`config.mk`:
```
export PLATFORM = sky130hd
export DESIGN_NAME = rf_write_queue
export DESIGN_NICKNAME = d
export VERILOG_FILES = /design/src/rtl/rf_write_queue.sv
export SDC_FILE = /design/constraint.sdc
export NUM_CORES = 1
export LEC_CHECK = 0
export BUFFER_PORTS_ARGS = -buffer_cell sky130_fd_sc_hd__buf_2
export CAP_MARGIN = 20
export CORE_AREA = 2 2 147 149
export CTS_BUF_LIST = sky130_fd_sc_hd__clkbuf_2 sky130_fd_sc_hd__clkbuf_4 sky130_fd_sc_hd__clkbuf_8
export CTS_CLUSTER_SIZE = 16
export DETAILED_ROUTE_END_ITERATION = 8
export DIE_AREA = 0 0 149 151
export PLACE_DENSITY_LB_ADDON = 0.12
export SETUP_SLACK_MARGIN = 0.5
export SLEW_MARGIN = 5
export SYNTH_ARGS = -nofsm -noshare
export SYNTH_HDL_FRONTEND = slang
export SYNTH_SLANG_ARGS = --single-unit
```
`constraint.sdc`:
```
create_clock -name clk -period 5.4 [get_ports clk]
set_input_delay 0.54 -clock clk [delete_from_list [all_inputs] [get_ports clk]]
set_output_delay 0.54 -clock clk [all_outputs]
set_load 0.05 [all_outputs]
```
`src/rtl/rf_write_queue.sv`:
```
// Regfile write-port merger: pipeline writeback has priority, long-latency results
// wait in a small FIFO, and a pending-address scoreboard flags queued destinations.
module rf_write_queue #(
  parameter int DEPTH = 4,
  parameter int AW    = 2
) (
  input  logic          clk,
  input  logic          rst,
  input  logic          wb_valid,
  input  logic [4:0]    wb_addr,
  input  logic [31:0]   wb_data,
  input  logic          lu_valid,
  output logic          lu_ready,
  input  logic [4:0]    lu_addr,
  input  logic [31:0]   lu_data,
  output logic          we3,
  output logic [4:0]    wa3,
  output logic [31:0]   wd3,
  input  logic [4:0]    qa1,
  input  logic [4:0]    qa2,
  output logic          q_pend1,
  output logic          q_pend2,
  output logic [AW:0]   count
);

  localparam logic [AW:0] L_FULL = (AW+1)'(DEPTH);

  logic [4:0]       r_addr [DEPTH];
  logic [31:0]      r_data [DEPTH];
  logic [AW-1:0]    r_rd_ptr;
  logic [AW-1:0]    r_wr_ptr;
  logic [AW:0]      r_count;
  logic             r_we3;
  logic [4:0]       r_wa3;
  logic [31:0]      r_wd3;

  logic             w_wb;
  logic             w_push;
  logic             w_pop;
  logic [DEPTH-1:0] w_hit1;
  logic [DEPTH-1:0] w_hit2;

  // lu_ready looks only at the registered count, so a full FIFO refuses even when popping.
  assign lu_ready = (r_count != L_FULL);
  assign w_wb     = wb_valid && (wb_addr != 5'd0);
  assign w_push   = lu_valid && lu_ready && (lu_addr != 5'd0);
  assign w_pop    = !w_wb && (r_count != '0);

  always_ff @(posedge clk) begin
    if (rst) begin
      r_rd_ptr <= '0;
      r_wr_ptr <= '0;
      r_count  <= '0;
      r_we3    <= 1'b0;
      r_wa3    <= 5'd0;
      r_wd3    <= 32'd0;
    end else begin
      if (w_push) r_wr_ptr <= r_wr_ptr + 1'b1;
      if (w_pop)  r_rd_ptr <= r_rd_ptr + 1'b1;
      if (w_push && !w_pop)      r_count <= r_count + 1'b1;
      else if (w_pop && !w_push) r_count <= r_count - 1'b1;

      if (w_wb) begin
        r_we3 <= 1'b1;
        r_wa3 <= wb_addr;
        r_wd3 <= wb_data;
      end else if (w_pop) begin
        r_we3 <= 1'b1;
        r_wa3 <= r_addr[r_rd_ptr];
        r_wd3 <= r_data[r_rd_ptr];
      end else begin
        r_we3 <= 1'b0;
      end
    end
  end

  // Entry storage carries no reset; validity comes from the pointers and count.
  always_ff @(posedge clk) begin
    if (!rst && w_push) begin
      r_addr[r_wr_ptr] <= lu_addr;
      r_data[r_wr_ptr] <= lu_data;
    end
  end

  for (genvar gi = 0; gi < DEPTH; gi++) begin : g_sb
    logic [AW-1:0] w_off;
    assign w_off      = AW'(gi) - r_rd_ptr;
    assign w_hit1[gi] = ({1'b0, w_off} < r_count) && (r_addr[gi] == qa1);
    assign w_hit2[gi] = ({1'b0, w_off} < r_count) && (r_addr[gi] == qa2);
  end

  assign q_pend1 = (qa1 != 5'd0) && ((|w_hit1) || (r_we3 && (r_wa3 == qa1)));
  assign q_pend2 = (qa2 != 5'd0) && ((|w_hit2) || (r_we3 && (r_wa3 == qa2)));

  assign we3   = r_we3;
  assign wa3   = r_wa3;
  assign wd3   = r_wd3;
  assign count = r_count;

endmodule

```
==> results of run 1 <==
## registers in the layout (all words and copies together) (netlist names), named ones only
register and count:
r_data 128, wd3 32, r_addr 20, wa3 5, count 3, r_rd_ptr 2
r_wr_ptr 2, we3 1
## cell usage in the layout (no fill, tap or decap), drive strengths merged, types with 2 or more instances in the layout
cell    synthesis  layout
edfxtp        148     148
buf            16     137
nand2          78      78
nor2           49      49
dfxtp          47      47
mux4           37      37
a311oi         36      36
xor2           32      32
xnor2          24      24
clkbuf         24      24
inv             9      11
ha              9       9
nor4            7       7
a21oi           6       6
nor3            6       6
nand3           5       5
clkinv          0       5
or4             4       4
and2            4       4
o21ai           3       3
nand2b          2       2
o22ai           2       2
and3            2       2
and4            2       2
mux2i           2       2
or3             2       2
## worst max-delay path, stage by stage (launching register included)
cell      delay (ns)
dfxtp_1         0.50
xnor2_1         0.19
inv_1           0.07
ha_1            0.28
nand2b_1        0.05
o22ai_1         0.31
nor4_1          0.12
nor4_1          0.30
a21oi_1         0.12
buf_2           0.23
## cells by family (layout without fill, tap and decap cells)
| group | count (synthesis) | in the layout | synth area share [%] |
|---|---|---|---|
| buffers and inverters | 49 | 178 | 2.68 |
| other | 0 | 1 | 0 |
| AND/OR/NAND/NOR | 163 | 163 | 8.46 |
| AO/OA/AOI/OAI | 51 | 51 | 5.72 |
| flip-flops | 195 | 195 | 65.3 |
| multiplexers | 39 | 39 | 10.3 |
| adder cells (fa/ha/maj) | 10 | 10 | 1.61 |
| XOR/XNOR | 56 | 56 | 5.94 |
## metrics by stage
stage               setup slack (ns)  instances  area, sq um  hold WS, ns
global route                    2.08        967         9520        0.261
CTS                             2.25        966         9500        0.258
detailed placement              2.43        934         9120        0.468
global placement                2.52        934         9120        0.464
floorplan                       2.35        563         8250        0.518
finish                          2.24        968         9530        0.300
## cells in the mapped netlist
cell type and n:
a21oi_1 6, a22oi_1 1, a311oi_1 26, a311oi_2 10, and2_1 4, and3_1 2
and4_1 2, buf_1 1, buf_2 9, buf_4 5, buf_6 1, clkbuf_1 24
dfxtp_1 47, edfxtp_1 148, fa_1 1, ha_1 9, inv_1 9, mux2i_1 2
mux4_2 37, nand2_1 78, nand2b_1 2, nand3_1 5, nand4_1 1, nor2_1 49
nor2b_1 1, nor3_1 6, nor4_1 7, o211a_1 1, o211ai_1 1, o21ai_0 2
o21ai_2 1, o21bai_1 1, o22ai_1 2, or3_1 2, or4_1 4, xnor2_1 24
xor2_1 32
## metal layers
| layer | wire (um) | share of wire, % |
|---|---|---|
| met3 | 678 | 3.5 |
| met4 | 338 | 1.8 |
| met5 | 0 | 0 |
| met1 | 8310 | 43 |
| met2 | 9790 | 51 |
## how the worst max path moves through the flow
| stage | startpoint | end | slack [ns] |
|---|---|---|---|
| 4_1_cts | r_rd_ptr[0] | q_pend1 | 2.25 |
| 2_1_floorplan | count[0] | r_addr[0][0] | 2.35 |
| 3_5_place_dp | count[2] | count[2] | 2.43 |
| 5_1_grt | r_rd_ptr[0] | q_pend1 | 2.08 |
| 6_report | r_rd_ptr[0] | q_pend1 | 2.24 |
| 3_3_place_gp | count[2] | count[2] | 2.52 |
## area by class of cell
type / instances / area, sq um
diodes: 1 / 2.50
multi-input cells: 319 / 2670
inverters: 9 / 33.8
repair buffers: 137 / 713
flip-flops and latches: 195 / 5390
fillers: 1886 / 11300
clock inverters: 8 / 75.1
clock buffers: 24 / 305
well taps: 275 / 344
## where the power goes
group          total (mW)  switching [mW]  leakage, nW  internal, mW
logic                1.38           0.894         1.49         0.482
registers            1.92           0.154         1.73          1.76
clock network       0.909           0.486        0.203         0.424
total                4.20            1.53         3.42          2.67
==> impl_results.md, run 1 <==
- Status: finished clean
- M2 GR Usage: 29.9%
- Slew Limit Fails: 0
- Power per cell area: approximately 440 mW/mm^2
- Area of the core: 0.0208 sq mm
- Total CTS buffers: 17
- Global-route met3 utilization: 3.67%
- Number of detailed-route iterations in the first pass: 4
- Final Hold Vio Count: 0
- Synthesized area: just over 0.008 sq mm
- Avg WL per Cell: between 15 and 20 um
- Final setup fails: 0
- Synth Register Bits: ~200
- Residual DRC: 0
- Worst EP required: 4.86 ns
- Area growth syn-to-layout: 15.4%
- Fraction of layout cells with a size suffix above 1: 32.4%
- Die area: 0.0225 sq mm
- Max Cap Viol: 0
- Vias in the first global route: 5178
- # clock sinks: 195
- Number of port buffers: 131
- Period utilisation layout: 58.6%
- Number of DRC markers in iteration 0: roughly 300
- Worst r2r path cells: 8
- GPL Wtd Cong: 0.900
- HP Class: input port to flip-flop
- Die Ht: 151 um
- Grt met1 use: 22.1%
- Sum Neg Setup Slack: 0 ns
- Critical path type: flip-flop to primary output
- Ys Warns: 0
- Cts hold-fix bufs: 0
- Slew Limit Headroom: 28.7%
- WHS Endpoint: r_data[2][19]
- Setup bufs post-CTS: 0
- Syn Area/Cell: 14.7 sq um
- GRT Util Overall: between 10% and 20%
- Area fraction of the dominant cell type after synthesis: 53.9%
- Detailed Place HPWL: 12.5 mm
- Reg-to-reg startpoint: count[2]
- Row count: between 50 and 60
- Crit Path Max Fanout: 6
- CTS tree: built
- H-tree levels: 4
- Final WL: 19.1 mm
- Peak supply drop: 0.213 mV
- Remaining antenna violation count: 0
- Routed via count: roughly 5000
- Cells after synthesis: approximately 560
- CTS max path bufs: 2
- Critical R2R Capture: count[2]
- Fin nets: 777
- Clk Latency, worst-skew pair: 0.45 ns
- Vias/cell: 5.10
- Worst Skew: 0.0119 ns
- Register area share after synthesis: ~65%
- WHS Path Cells: 1
- Critical Path Sink Type: primary output
- Initial Util: 39.6%
- Cts repair resizes: 0
- Global-route wire length before repair: roughly 29 mm
- Pleak: 3.42 nW
- Remaining global-route overflow: 0
- Initial antenna violation count: 1
- Power Total: ~4.2 mW
- Max Freq: about 320 MHz
- Fin util: 45.8%
- Hold Crit Start: lu_data[19]
- Total I/O pin count: 132
- Top Usage Layer GRT: met2
- Mapped Nets: 661
- Clk root buf: clkbuf_8
- Chip width: about 150 um
- R2R Setup Slk: 2.39 ns
- Ranking of synthesized cells by area: edfxtp_1, dfxtp_1, mux4_2
- Min Tclk post-route: roughly 3.2 ns
- RSZ-0062 raised after global routing: no
- CP Launch Type: flip-flop
- Arrival time of the worst setup path: about 2.6 ns
- Clk slew on worst S/H paths: 0.09 ns
- Yosys cell types: 37
- Slew at the pin closest to its max-slew limit: 1.07 ns
- Largest net degree at the start of global routing: 76
- Biggest area consumer among synthesized cells: edfxtp_1
No activity file was read; power rests on OpenSTA's default activity.
==> run 2: changes to the inputs <==
- clock period: 5.4 -> 3.3 ns (I/O delays scaled with it)
==> impl_results.md, run 2 (synthesis results as in run 1) <==
- Status: finished clean
- Commonest non-fill, non-tap cell in the layout: edfxtp_1
- Max Cap Viol: 0 (unchanged)
- Largest net degree at the start of global routing: 76 (unchanged)
- Initial Util: 39.6% (unchanged)
- Peak supply drop: 0.450 mV (+110%)
- Comb pwr share: 33.2% (+0.4 points)
- Die Ht: 151 um (unchanged)
- Final WL: 19.1 mm (-0.24%)
- Footprint of the multi-input gates: 0.00271 sq mm (+1.7%)
- Chip width: 149 um (unchanged)
- Vias/cell: 5.20 (+2.0%)
- H-tree levels: 4 (unchanged)
- CTS max path bufs: 2 (unchanged)
- Total CTS buffers: 17 (unchanged)
- Slew Limit Fails: 0 (unchanged)
- Sum Neg Setup Slack: 0 ns (unchanged)
- Crit Path Max Fanout: 7 (+1)
- Most frequent cells in the layout: edfxtp_1, buf_2, nand2_1
- Fraction of layout cells with a size suffix above 1: 34.2% (+1.8 points)
- WHS Path Cells: 1 (unchanged)
- Sw frac: 36.4% (-0.055 points)
- Sequential share of power: 44.1% (-1.5 points)
- Remaining antenna violation count: 0 (unchanged)
- Clk Latency, worst-skew pair: 0.46 ns (about the same)
- Largest register FFs: 128 (unchanged)
- Critical Path Sink Type: primary output
- Number of detailed-route iterations in the first pass: 6 (+2)
- FILL cells: 1865 (-1.1%)
- Setup bufs post-CTS: 0 (unchanged)
- Slew at the pin closest to its max-slew limit: 1.07 ns (-0.00432 ns)
- CP Launch Type: flip-flop
- Row count: 53 (unchanged)
- P_sw: 2.57 mW (+67%)
- Pleak: 3.43 nW (+0.34%)
- Hold Crit Start: lu_data[5]
- Fin nets: 778 (+0.13%)
- Clk root buf: clkbuf_8
- # clock sinks: 195 (unchanged)
- Power Total: 7.04 mW (+68%)
- R2R Setup Slk: 0.83 ns (-1.56 ns)
- Max Freq: 374 MHz
- Avg WL per Cell: 19.7 um (-0.24%)
- Final Hold Vio Count: 0 (unchanged)
- Number of port buffers: 131 (unchanged)
- Cell family with most CP delay: simple AND/OR/NAND/NOR gates
- Slowest cell delay on critical path: 0.40 ns (-0.10 ns)
- Routed via count: 5035 (+2.0%)
- Residual DRC: 0 (unchanged)
- Detailed Place HPWL: 12.5 mm (about the same)
- GRT Util Overall: 17.6% (+0.18 points)
- Period utilisation layout: roughly four fifths
- Inserted Diodes: 0 (-1)
- Reg-to-reg startpoint: count[2]
- CP cell instances: inv_1 > ha_1 > a21oi_1 > o21bai_1 > and4_1 > nor4_1 > a21oi_2 > buf_4
- Slew Limit Headroom: 29.0% (+0.29 points)
- Worst r2r path cells: 8 (unchanged)
- Initial antenna violation count: 1 (unchanged)
- CP Buf/Inv Count: 2 (unchanged)
- RSZ-0062 raised after global routing: no
- Most flops, register: r_data
- Min Tclk post-route: 2.67 ns
- Global-route wire length before repair: 29.7 mm (+2.7%)
- CTS tree: built
- Worst EP required: 2.97 ns (-1.89 ns)
- Area of the core: 0.0208 sq mm (unchanged)
- Final WS setup: 0.626 ns (-1.61 ns)
- Remaining global-route overflow: 0 (unchanged)
- Area growth syn-to-layout: 16.8%
- Int Power: 4.48 mW (+68%)
- Total I/O pin count: 132 (unchanged)
- Hold slack: 0.0827 ns (-0.217 ns)
- GPL Wtd Cong: 0.854 (-5.2%)
- Power per cell area: 731 mW/mm^2 (+66%)
- Clk pwr share: 22.7% (+1.1 points)
- Reg area: 0.00540 sq mm (+0.19%)
- Number of DRC markers in iteration 0: 237 (-20%)
- Worst Skew: 0.0162 ns (+0.00430 ns)
- Vias in the first global route: 5345 (+3.2%)
- HP Class: input port to flip-flop
- Critical R2R Capture: count[2]
- Arrival time of the worst setup path: 2.34 ns (-0.28 ns)
- Die area: 0.0225 sq mm (unchanged)
- DP Worst Slack: 0.695 ns (-1.73 ns)
- Critical path type: flip-flop to primary output
- Clk slew on worst S/H paths: 0.10 ns (about the same)
- Final setup fails: 0 (unchanged)
- Crit-path slowest cell: dfxtp_4
- WHS Endpoint: r_data[3][5]
run 2: cell types whose count changed in the layout (fill, tap and decap cells not counted), sizes merged:
| cell | before | now |
|---|---|---|
| clkinvlp | 0 | 4 |
| clkbuf | 24 | 17 |
| bufinv | 1 | 3 |
| buf | 137 | 138 |
| clkinv | 5 | 6 |
| diode | 1 | 0 |
run 2: worst register-to-register path, delay by kind of cell, from the launching register on:
| family | cells | cell delay, ns |
|---|---|---|
| and+or+nand+nor | 3 | 1.00 |
| DFF | 1 | 0.45 |
| AOI/OAI and AO/OA | 1 | 0.14 |
| xor gates and xnor gates | 1 | 0.18 |
| adders and majority gates | 2 | 0.58 |
| buffers and inverters | 1 | 0.06 |
run 2: routing by layer:
layer / vias to the layer above / track usage, % / wire length, um
li1: 2332 / - / -
met1: 2567 / 21.9 / 8100
met2: 113 / 30.8 / 9840
met3: 21 / 4.19 / 793
met4: 2 / 5.00 / 327
met5: - / 0 / 11
run 2: how the worst max path moves through the flow:
stage,start,depth (start not counted),slack (ns),endpoint
global placement,lu_addr[0],10,0.79,count[2]
global route,r_rd_ptr[1],9,0.50,q_pend2
finish,count[1],8,0.63,q_pend2
floorplan,count[1],10,0.52,count[2]
CTS,r_rd_ptr[1],9,0.51,q_pend1
detailed placement,lu_addr[0],10,0.69,count[2]
run 2: power groups by stage:
stage	clock network, mW	registers (mW)	logic [mW]
finish	1.60	3.11	2.34
global route	1.74	3.15	2.55
CTS	1.65	3.11	2.39
detailed placement	0	3.16	2.37
global placement	0	3.14	2.33
floorplan	0	3.42	1.40
run 2: area by class of cell:
class | count | area share [%]
flip-flops and latches | 195 | 56.0
multi-input cells | 319 | 28.1
clock buffers | 17 | 2.43
clock inverters | 15 | 1.88
well taps | 275 | 3.57
repair buffers | 138 | 7.66
inverters | 9 | 0.350
run 2: timing repair:
action,4_1_cts,5_1_grt
setup endpoints to repair,2,2
resized for setup,5,9
gates cloned,0,0
hold buffers,0,0
pin swaps,0,2
run 2: metrics by stage:
stage / std cells / utilization (%) / area (sq um)
5_1_grt: 968 / 46.3 / 9640
6_report: 968 / 46.3 / 9640
2_1_floorplan: 563 / - / 8270
3_3_place_gp: 935 / 44.0 / 9150
4_1_cts: 967 / 46.0 / 9590
3_5_place_dp: 935 / 44.0 / 9150
==> run 3: changes to the inputs <==
- ABC_AREA: not set -> 1
- CORE_AREA: 2 2 147 149 -> 2 2 150 152
- DIE_AREA: 0 0 149 151 -> 0 0 152 154
- clock period: 3.3 -> 2.5 ns (I/O delays scaled with it)
==> impl_results.md, run 3 <==
- Status: finished clean
- DP Area: 0.00960 sq mm (+4.9%)
- Routed via count: 6476 (+29%)
- RSZ-0062 raised after global routing: yes
- Peak supply drop: 0.413 mV (-8.3%)
- Arrival time of the worst setup path: 2.05 ns (-0.29 ns)
- Crit Path Max Fanout: 2 (-5)
- Reg-to-reg startpoint: count[1]
- Worst EP required: 2.25 ns (-0.72 ns)
- Final Hold Vio Count: 0 (unchanged)
- Crit path to: q_pend1
- Final WS setup: 0.203 ns (-0.423 ns)
- Initial antenna violation count: 1 (unchanged)
- Fin util: 48.5% (+2.2 points)
- H-tree levels: 4 (unchanged)
- Vias in the first global route: 6315 (+18%)
- Detailed Place HPWL: 14.6 mm (+16%)
- Critical Path Sink Type: primary output
- Mux cell area share after synthesis: 0% (-10 points)
- CTS tree: built
- Clk Latency, worst-skew pair: 0.47 ns (about the same)
- Area of the core: 0.0217 sq mm (+4.2%)
- Pleak: 4.28 nW (+25%)
- Slew Limit Headroom: 63.3% (+34 points)
- Remaining global-route overflow: 0 (unchanged)
- Fraction of layout cells with a size suffix above 1: 25.0% (-9.2 points)
- Vias/cell: 4.99 (-4.2%)
- Commonest non-fill, non-tap cell in the layout: edfxtp_1
- # clock sinks: 195 (unchanged)
- Slowest cell delay on critical path: 0.36 ns (-0.04 ns)
- Count leader, synth: edfxtp_1
- Synth Flop Type: edfxtp_1
- Global-route wire length before repair: 34.9 mm (+18%)
- Critical path type: flip-flop to primary output
- Crit. Startpoint: r_rd_ptr[1]
- Row count: 54 (+1.9%)
- Power per cell area: 927 mW/mm^2 (+27%)
- Placed cell count: 1227 (+31%)
- Non-Filler Instances: 1299 (+34%)
- Synth Register Bits: 195 (unchanged)
- Max Cap Viol: 0 (unchanged)
- DP Worst Slack: 0.509 ns (-0.186 ns)
- Critical R2R Capture: count[2]
- Biggest area consumer among synthesized cells: edfxtp_1
- Footprint of the multi-input gates: 0.00288 sq mm (+6.0%)
- HP Class: input port to flip-flop
- GPL Wtd Cong: 0.887 (+3.9%)
- Fin area: 0.0105 sq mm (+9.0%)
- Number of detailed-route iterations in the first pass: 5 (-1)
- Cell mode on critical path: nand2_1
- CP Launch Type: flip-flop
- Number of port buffers: 131 (unchanged)
- R2R Setup Slk: 0.65 ns (-0.18 ns)
- Most flops, register: r_data
- Residual DRC: 0 (unchanged)
- EDFF count, synth: 148 (unchanged)
- Final setup fails: 0 (unchanged)
- Yosys cell types: 34 (-8.1%)
- Worst r2r path cells: 12 (+4)
- Remaining antenna violation count: 0 (unchanged)
- CP cell instances: xor2_2 > inv_2 > ha_4 > nand3_2 > nand2_2 > nor3_2 > nand2_1 > nand2_1 > nor2_1 > nor2_2 > buf_6
- Mapped Nets: 942 (+43%)
- Synthesized area: 0.00861 sq mm (+4.3%)
- Adder-Cell Fraction of Synth Area: 1.54% (-0.066 points)
- Area growth syn-to-layout: 22.1%
- GRT Util Overall: 19.2% (+1.6 points)
- Number of DRC markers in iteration 0: 402 (+70%)
- Post-synth top cells: edfxtp_1, nand2_1, nor2_1
- Xor/xnor share of the synthesized area: 3.26% (-2.7 points)
- Area fraction of the dominant cell type after synthesis: 51.6% (-2.2 points)
- Clk slew on worst S/H paths: 0.10 ns (about the same)
- Fin nets: 1104 (+42%)
- Synth Area in Compound Gates: 11.0% (+5.3 points)
- Die Ht: 154 um (+2.0%)
- Worst Skew: 0.0154 ns (-0.000728 ns)
- Syn Area/Cell: 10.2 sq um (-30%)
- Initial Util: 39.7% (+0.045 points)
- Total CTS buffers: 17 (unchanged)
- Power Total: 9.74 mW (+38%)
- Cells after synthesis: 844 (+50%)
- Ys Warns: 0 (unchanged)
- Min Tclk post-route: 2.30 ns
- FILL cells: 2030 (+8.8%)
- Hold slack: 0.0272 ns (-0.0554 ns)
- Crit-path slowest cell: dfxtp_4
- Slew at the pin closest to its max-slew limit: 0.550 ns (-0.515 ns)
- Largest net degree at the start of global routing: 45 (-41%)
- Max Freq: roughly 440 MHz
- Most frequent cells in the layout: edfxtp_1, buf_2, nand2_1
- Register area share after synthesis: 62.6% (-2.7 points)
- CTS max path bufs: 2 (unchanged)
- Total I/O pin count: 132 (unchanged)
- Simple-gate share of the synthesized area: 16.0% (+7.5 points)
- Final WL: 22.2 mm (+17%)
- Die area: 0.0234 sq mm (+4.0%)
- Chip width: 152 um (+2.0%)
- FFs w/ async S/R, synth: 0% (unchanged)
- Clk root buf: clkbuf_8
- Sum Neg Setup Slack: 0 ns (unchanged)
- Avg WL per Cell: 17.1 um (-13%)
- Slew Limit Fails: 0 (unchanged)
- Period utilisation layout: 91.9%
- Reg area: 0.00541 sq mm (+0.14%)
- Largest register FFs: 128 (unchanged)
- Main combinational cell family by area after synthesis: simple AND/OR/NAND/NOR gates
- Ranking of synthesized cells by area: edfxtp_1, dfxtp_1, o21ai_0
[run 3: changes by cell type in the layout (fill, tap and decap cells not counted), sizes merged, moves of 27 or more]
cell / delta
o21ai: +110
nand2: +74
nor2: +63
inv: +53
nand3: +40
mux4: -37
a311oi: -36
dlygate4sd3: +35
o22ai: +27
[run 3: worst min-delay path by stage]
stage,from,to,slack (ns),depth (start not counted)
2_1_floorplan,rst,wd3[18],0.32,1
3_3_place_gp,wd3[14],wd3[14],0.46,2
3_5_place_dp,wd3[14],wd3[14],0.47,2
4_1_cts,wb_data[14],wd3[14],0.003,3
5_1_grt,wb_data[28],wd3[28],0.01,3
6_report,wb_data[14],wd3[14],0.03,3
[run 3: final cells by class]
type	count	area share, %
antenna	1	0.0238
clock buffer	19	2.37
clock inverter	12	1.73
inverter	63	2.37
multi-input combinational	539	27.4
sequential	195	51.4
tap	280	3.33
timing repair buffer	190	11.4
[run 3: logic make-up after synthesis]
kind of cell             after synthesis
AO/OA/AOI/OAI                        177
XOR/XNOR                              32
adder cells (fa/ha/maj)               10
buffers and inverters                110
flip-flops                           195
AND/OR/NAND/NOR                      320
[run 3: layer usage]
metal | global-route usage [%] | up-vias | share of wire [%] | wire length, um
li1 | - | 3200 | - | -
met5 | 0 | - | 0 | 0
met2 | 32.2 | 144 | 48 | 10600
met1 | 25.3 | 3103 | 46 | 10300
met4 | 6.41 | 0 | 2.2 | 480
met3 | 3.41 | 29 | 3.7 | 829
[run 3: report_power, final]
| part | internal [mW] | switching [mW] |
|---|---|---|
| logic | 1.03 | 2.41 |
| registers | 3.84 | 0.236 |
| clock network | 1.11 | 1.11 |
[run 3: critical path, delay by kind of cell, from the launching register on]
kind | cells | cell delay (ns)
buffers and inverters | 2 | 0.24
XOR/XNOR | 1 | 0.19
flip-flops | 1 | 0.36
adder cells (fa/ha/maj) | 1 | 0.21
AND/OR/NAND/NOR | 7 | 0.57
[run 3: timing repair]
item,4_1_cts,5_1_grt
buffers inserted,3,2
pin swaps,2,9
hold endpoints to repair,135,0
hold buffers,35,0
setup endpoints to repair,2,4
gates resized for setup,9,16
